File: src/rtl/midi_parser_rs_pkg.sv
// Shared constants and types for the running-status MIDI parser.
package midi_parser_rs_pkg;

  localparam int MIDI_DATA_BITS = 7;

  localparam logic [3:0] CMD_NOTE_OFF = 4'h8;
  localparam logic [3:0] CMD_NOTE_ON  = 4'h9;
  localparam logic [3:0] CMD_POLY_AT  = 4'hA;
  localparam logic [3:0] CMD_CC       = 4'hB;
  localparam logic [3:0] CMD_PROG     = 4'hC;
  localparam logic [3:0] CMD_CH_AT    = 4'hD;
  localparam logic [3:0] CMD_PB       = 4'hE;

  localparam logic [7:0]  RT_THRESHOLD = 8'hF8;
  localparam logic [13:0] PB_CENTRE    = 14'h2000;

  typedef enum logic [1:0] {ST_IDLE, ST_DATA1, ST_DATA2} state_e;

  // Number of data bytes that follow a channel status nibble.
  function automatic logic [1:0] data_len(input logic [3:0] cmd);
    return (cmd == CMD_PROG || cmd == CMD_CH_AT) ? 2'd1 : 2'd2;
  endfunction

endpackage

File: src/rtl/midi_status_decode.sv
// Combinational classification of one raw MIDI byte.
module midi_status_decode
  import midi_parser_rs_pkg::*;
(
  input  logic [7:0] midiByte_i,
  output logic       isRealtime_o,
  output logic       isSysCommon_o,
  output logic       isChannelStatus_o,
  output logic       isData_o,
  output logic [1:0] dataLen_o
);

  assign isRealtime_o      = (midiByte_i >= RT_THRESHOLD);
  assign isSysCommon_o     = (midiByte_i[7:4] == 4'hF) && !isRealtime_o;
  assign isChannelStatus_o = midiByte_i[7] && (midiByte_i[7:4] != 4'hF);
  assign isData_o          = !midiByte_i[7];
  assign dataLen_o         = data_len(midiByte_i[7:4]);

endmodule

File: src/rtl/midi_parser_rs.sv
// MIDI byte-stream parser with running status, real-time interleaving and
// channel/omni filtering; emits registered one-cycle event strobes.
module midi_parser_rs
  import midi_parser_rs_pkg::*;
#(
  parameter int MIDI_CHANNEL = 0,
  parameter int OMNI         = 0,
  parameter int VEL0_IS_OFF  = 1
) (
  input  logic                      clk_i,
  input  logic                      rst_i,
  input  logic                      midiByteValid_i,
  input  logic [7:0]                midiByte_i,
  output logic [MIDI_DATA_BITS-1:0] note_o,
  output logic [MIDI_DATA_BITS-1:0] velocity_o,
  output logic [3:0]                channel_o,
  output logic [MIDI_DATA_BITS-1:0] ccNum_o,
  output logic [MIDI_DATA_BITS-1:0] ccVal_o,
  output logic [13:0]               pitchBend_o,
  output logic                      noteOnStrb_o,
  output logic                      noteOffStrb_o,
  output logic                      ccStrb_o,
  output logic                      pbStrb_o
);

  logic       isRealtime, isSysCommon, isChannelStatus, isData;
  logic [1:0] dataLen;

  midi_status_decode u_decode (
    .midiByte_i        (midiByte_i),
    .isRealtime_o      (isRealtime),
    .isSysCommon_o     (isSysCommon),
    .isChannelStatus_o (isChannelStatus),
    .isData_o          (isData),
    .dataLen_o         (dataLen)
  );

  state_e                    state_q;
  logic                      rsValid_q;
  logic [3:0]                cmd_q;
  logic [3:0]                chan_q;
  logic                      len2_q;
  logic [MIDI_DATA_BITS-1:0] d1_q;

  logic                      firstByte_d, accept_d, done_d, match_d;
  logic [MIDI_DATA_BITS-1:0] d1_d, d2_d;

  // In IDLE with running status the byte is treated exactly as data1.
  always_comb begin
    firstByte_d = (state_q != ST_DATA2);
    accept_d    = midiByteValid_i && isData && (state_q != ST_IDLE || rsValid_q);
    done_d      = accept_d && (!firstByte_d || !len2_q);
    d1_d        = firstByte_d ? midiByte_i[MIDI_DATA_BITS-1:0] : d1_q;
    d2_d        = firstByte_d ? '0 : midiByte_i[MIDI_DATA_BITS-1:0];
    match_d     = (OMNI != 0) || (chan_q == 4'(MIDI_CHANNEL));
  end

  always_ff @(posedge clk_i) begin
    if (rst_i) begin
      state_q       <= ST_IDLE;
      rsValid_q     <= 1'b0;
      cmd_q         <= '0;
      chan_q        <= '0;
      len2_q        <= 1'b0;
      d1_q          <= '0;
      note_o        <= '0;
      velocity_o    <= '0;
      channel_o     <= '0;
      ccNum_o       <= '0;
      ccVal_o       <= '0;
      pitchBend_o   <= PB_CENTRE;
      noteOnStrb_o  <= 1'b0;
      noteOffStrb_o <= 1'b0;
      ccStrb_o      <= 1'b0;
      pbStrb_o      <= 1'b0;
    end else begin
      noteOnStrb_o  <= 1'b0;
      noteOffStrb_o <= 1'b0;
      ccStrb_o      <= 1'b0;
      pbStrb_o      <= 1'b0;

      // Real-time bytes fall through every branch and leave state untouched.
      if (midiByteValid_i) begin
        if (isSysCommon) begin
          rsValid_q <= 1'b0;
          state_q   <= ST_IDLE;
        end else if (isChannelStatus) begin
          cmd_q     <= midiByte_i[7:4];
          chan_q    <= midiByte_i[3:0];
          len2_q    <= (dataLen == 2'd2);
          rsValid_q <= 1'b1;
          state_q   <= ST_DATA1;
        end else if (accept_d) begin
          if (firstByte_d) d1_q <= midiByte_i[MIDI_DATA_BITS-1:0];
          state_q <= done_d ? ST_IDLE : ST_DATA2;
        end
      end

      if (done_d && match_d) begin
        unique case (cmd_q)
          CMD_NOTE_ON, CMD_NOTE_OFF: begin
            if (cmd_q == CMD_NOTE_ON && (d2_d != '0 || VEL0_IS_OFF == 0))
              noteOnStrb_o <= 1'b1;
            else
              noteOffStrb_o <= 1'b1;
            note_o     <= d1_d;
            velocity_o <= d2_d;
            channel_o  <= chan_q;
          end
          CMD_CC: begin
            ccStrb_o  <= 1'b1;
            ccNum_o   <= d1_d;
            ccVal_o   <= d2_d;
            channel_o <= chan_q;
          end
          CMD_PB: begin
            pbStrb_o    <= 1'b1;
            pitchBend_o <= {d2_d, d1_d};
            channel_o   <= chan_q;
          end
          default: ;
        endcase
      end
    end
  end

endmodule

File: config.mk
export PLATFORM = sky130hd
export DESIGN_NAME = midi_parser_rs
export DESIGN_NICKNAME = d
export VERILOG_FILES = /design/src/rtl/midi_parser_rs_pkg.sv /design/src/rtl/midi_status_decode.sv /design/src/rtl/midi_parser_rs.sv
export SDC_FILE = /design/constraint.sdc
export NUM_CORES = 1
export LEC_CHECK = 0
export BUFFER_PORTS_ARGS = -buffer_cell sky130_fd_sc_hd__buf_4
export CORE_MARGIN = 2
export CORE_UTILIZATION = 40
export CTS_CLUSTER_SIZE = 28
export DETAILED_ROUTE_END_ITERATION = 12
export SLEW_MARGIN = 20
export SYNTH_ARGS = -nofsm -noshare
export SYNTH_HDL_FRONTEND = slang
export SYNTH_HIERARCHICAL = 1
export SYNTH_SLANG_ARGS = --single-unit
File: constraint.sdc
create_clock -name clk_i -period 1.85 [get_ports clk_i]
set_input_delay 0.185 -clock clk_i [delete_from_list [all_inputs] [get_ports clk_i]]
set_output_delay 0.185 -clock clk_i [all_outputs]
set_load 0.005 [all_outputs]
==> impl_metrics.json <==
{
  "num_antenna_cells": 0,
  "vias_per_cell": 4.68,
  "dieArea_sq_um": 7850,
  "grt_max_degree": 58,
  "slew_headroom": 0.686,
  "status": "finished clean",
  "drive_above_1_share": 0.294,
  "nets": 350,
  "grt_pass1_wl_microns": 9980,
  "peakVddDrop_mv": 0.391,
  "grt_pass1_vias": 1998,
  "path_class": "reg2reg",
  "drc": 0,
  "area_growth_syn_to_layout_pct": 29.2,
  "ys_warn_count": 6,
  "synth_fp_nets": 282,
  "antenna_found_initial": 0,
  "period_needed_ns": 1.69,
  "cts_resized": 0,
  "final_common_cell": "buf_4",
  "clk_latency_ns": 0.34,
  "ioPinCount": 61,
  "cts-root-buf": "clkbuf_8",
  "clk_pin_slew_worst_paths_ns": 0.07,
  "setup_tns_ns": 0,
  "die_x_microns": 88.6,
  "crit_arrival_ns": 1.92,
  "clk_path_buf_depth": 2,
  "critPathRequiredTime_ns": 2.08,
  "drt_pre_antenna_iters": 5,
  "dp_hpwl_microns": 4190,
  "place_congestion": 0.801,
  "setup_viol": 0,
  "rsz0062_at_grt": "false",
  "numCtsBuffers": 9,
  "drt_iter0_drc": 49,
  "die_height_microns": 88.6,
  "hold_viol": 0,
  "final_max_slew_viol_count": 0,
  "synth_area_per_cell_sq_um": 10.6,
  "syn_area_sq_um": 2860,
  "fmax_ghz": 0.590,
  "vias": 2061,
  "crit_path_max_fanout": 12,
  "endpoint_kind": "flop",
  "post-route-period-util": 0.916,
  "r2r_slack_ns": 0.16,
  "ant_nets": 0,
  "worst_setup_path_start_kind": "flop",
  "layout_common_cells": "70 x buf_4, 69 x dfxtp_1, 64 x mux2i_1",
  "power_density_nw_per_um2": 814,
  "gr-usage-all-layers": 0.168,
  "cts_htree_levels": 3,
  "ctsHoldBuffers": 0,
  "final_cell_area_sq_um": 3700,
  "tightest_slew_ns": 0.472,
  "post_cts_buffers": 0,
  "clock-sinks": 69,
  "overflow": 0,
  "holdCritPathClass": "in2reg",
  "io_buffers": 60,
  "max-cap-violations": 0,
  "initial_core_util": 0.417,
  "avgRoutedWirePerCell_microns": 13.9,
  "skew_ns": 0.00877,
  "core-area_sq_um": 6870,
  "syn_inst": 271,
  "num_rows": 30,
  "cts_tree": "done",
  "placed_area_sq_um": 3430,
  "p_leak_nw": 1.84,
  "wl_microns": 6120
}
## flip-flops by register name (all words and copies together), names as in the netlist
register       cells
ccStrb_o           1
cmd_q              4
pitchBend_o       14
len2_q             1
velocity_o         7
state_q            2
note_o             7
ccVal_o            7
noteOffStrb_o      1
pbStrb_o           1
d1_q               7
channel_o          4
rsValid_q          1
ccNum_o            7
noteOnStrb_o       1
chan_q             4
## where the power goes
group	internal (mW)	switching [mW]
logic	0.0798	0.0904
registers	1.50	0.0128
clock network	0.759	0.565
total	2.34	0.669
## critical path, stage by stage (launching register included)
cell,delay (ns)
dfxtp_1,0.32
or4b_4,0.54
a21oi_4,0.25
nand4_4,0.16
buf_12,0.19
mux2i_1,0.12
## cell type report
cell class / count / area, sq um
clock inverters: 6 / 87.6
inverters: 2 / 7.51
fillers: 643 / 3170
repair buffers: 73 / 586
multi-input cells: 184 / 1390
clock buffers: 10 / 128
flip-flops and latches: 69 / 1380
well taps: 96 / 120
## routing by layer
layer,GRT usage,part of all wire
met2,0.252,0.44
met3,0.0550,0.048
met1,0.227,0.50
met4,0.0620,0.011
met5,0,0
## worst paths after layout
kind	cells past startpoint	endpoint	from
worst min register to register	1	channel_o[0]	channel_o[0]
worst max register to register	5	pitchBend_o[12]	chan_q[2]
worst min-delay path	2	rsValid_q	midiByteValid_i
worst max-delay path	5	pitchBend_o[12]	chan_q[2]
## per-stage QoR
stage / hold slack (ns) / worst slack, ns / std cells / total power [mW] / util
floorplan: 0.285 / 0.169 / 271 / 1.66 / -
global placement: 0.419 / 0.0544 / 421 / 1.72 / 0.500
detailed placement: 0.420 / 0.0233 / 421 / 1.72 / 0.500
CTS: 0.0613 / 0.0148 / 437 / 3.04 / 0.531
global route: 0.0622 / 0.0935 / 440 / 3.12 / 0.538
finish: 0.0717 / 0.156 / 440 / 3.01 / 0.538
Note: power is estimated with default switching activity, not from simulation.
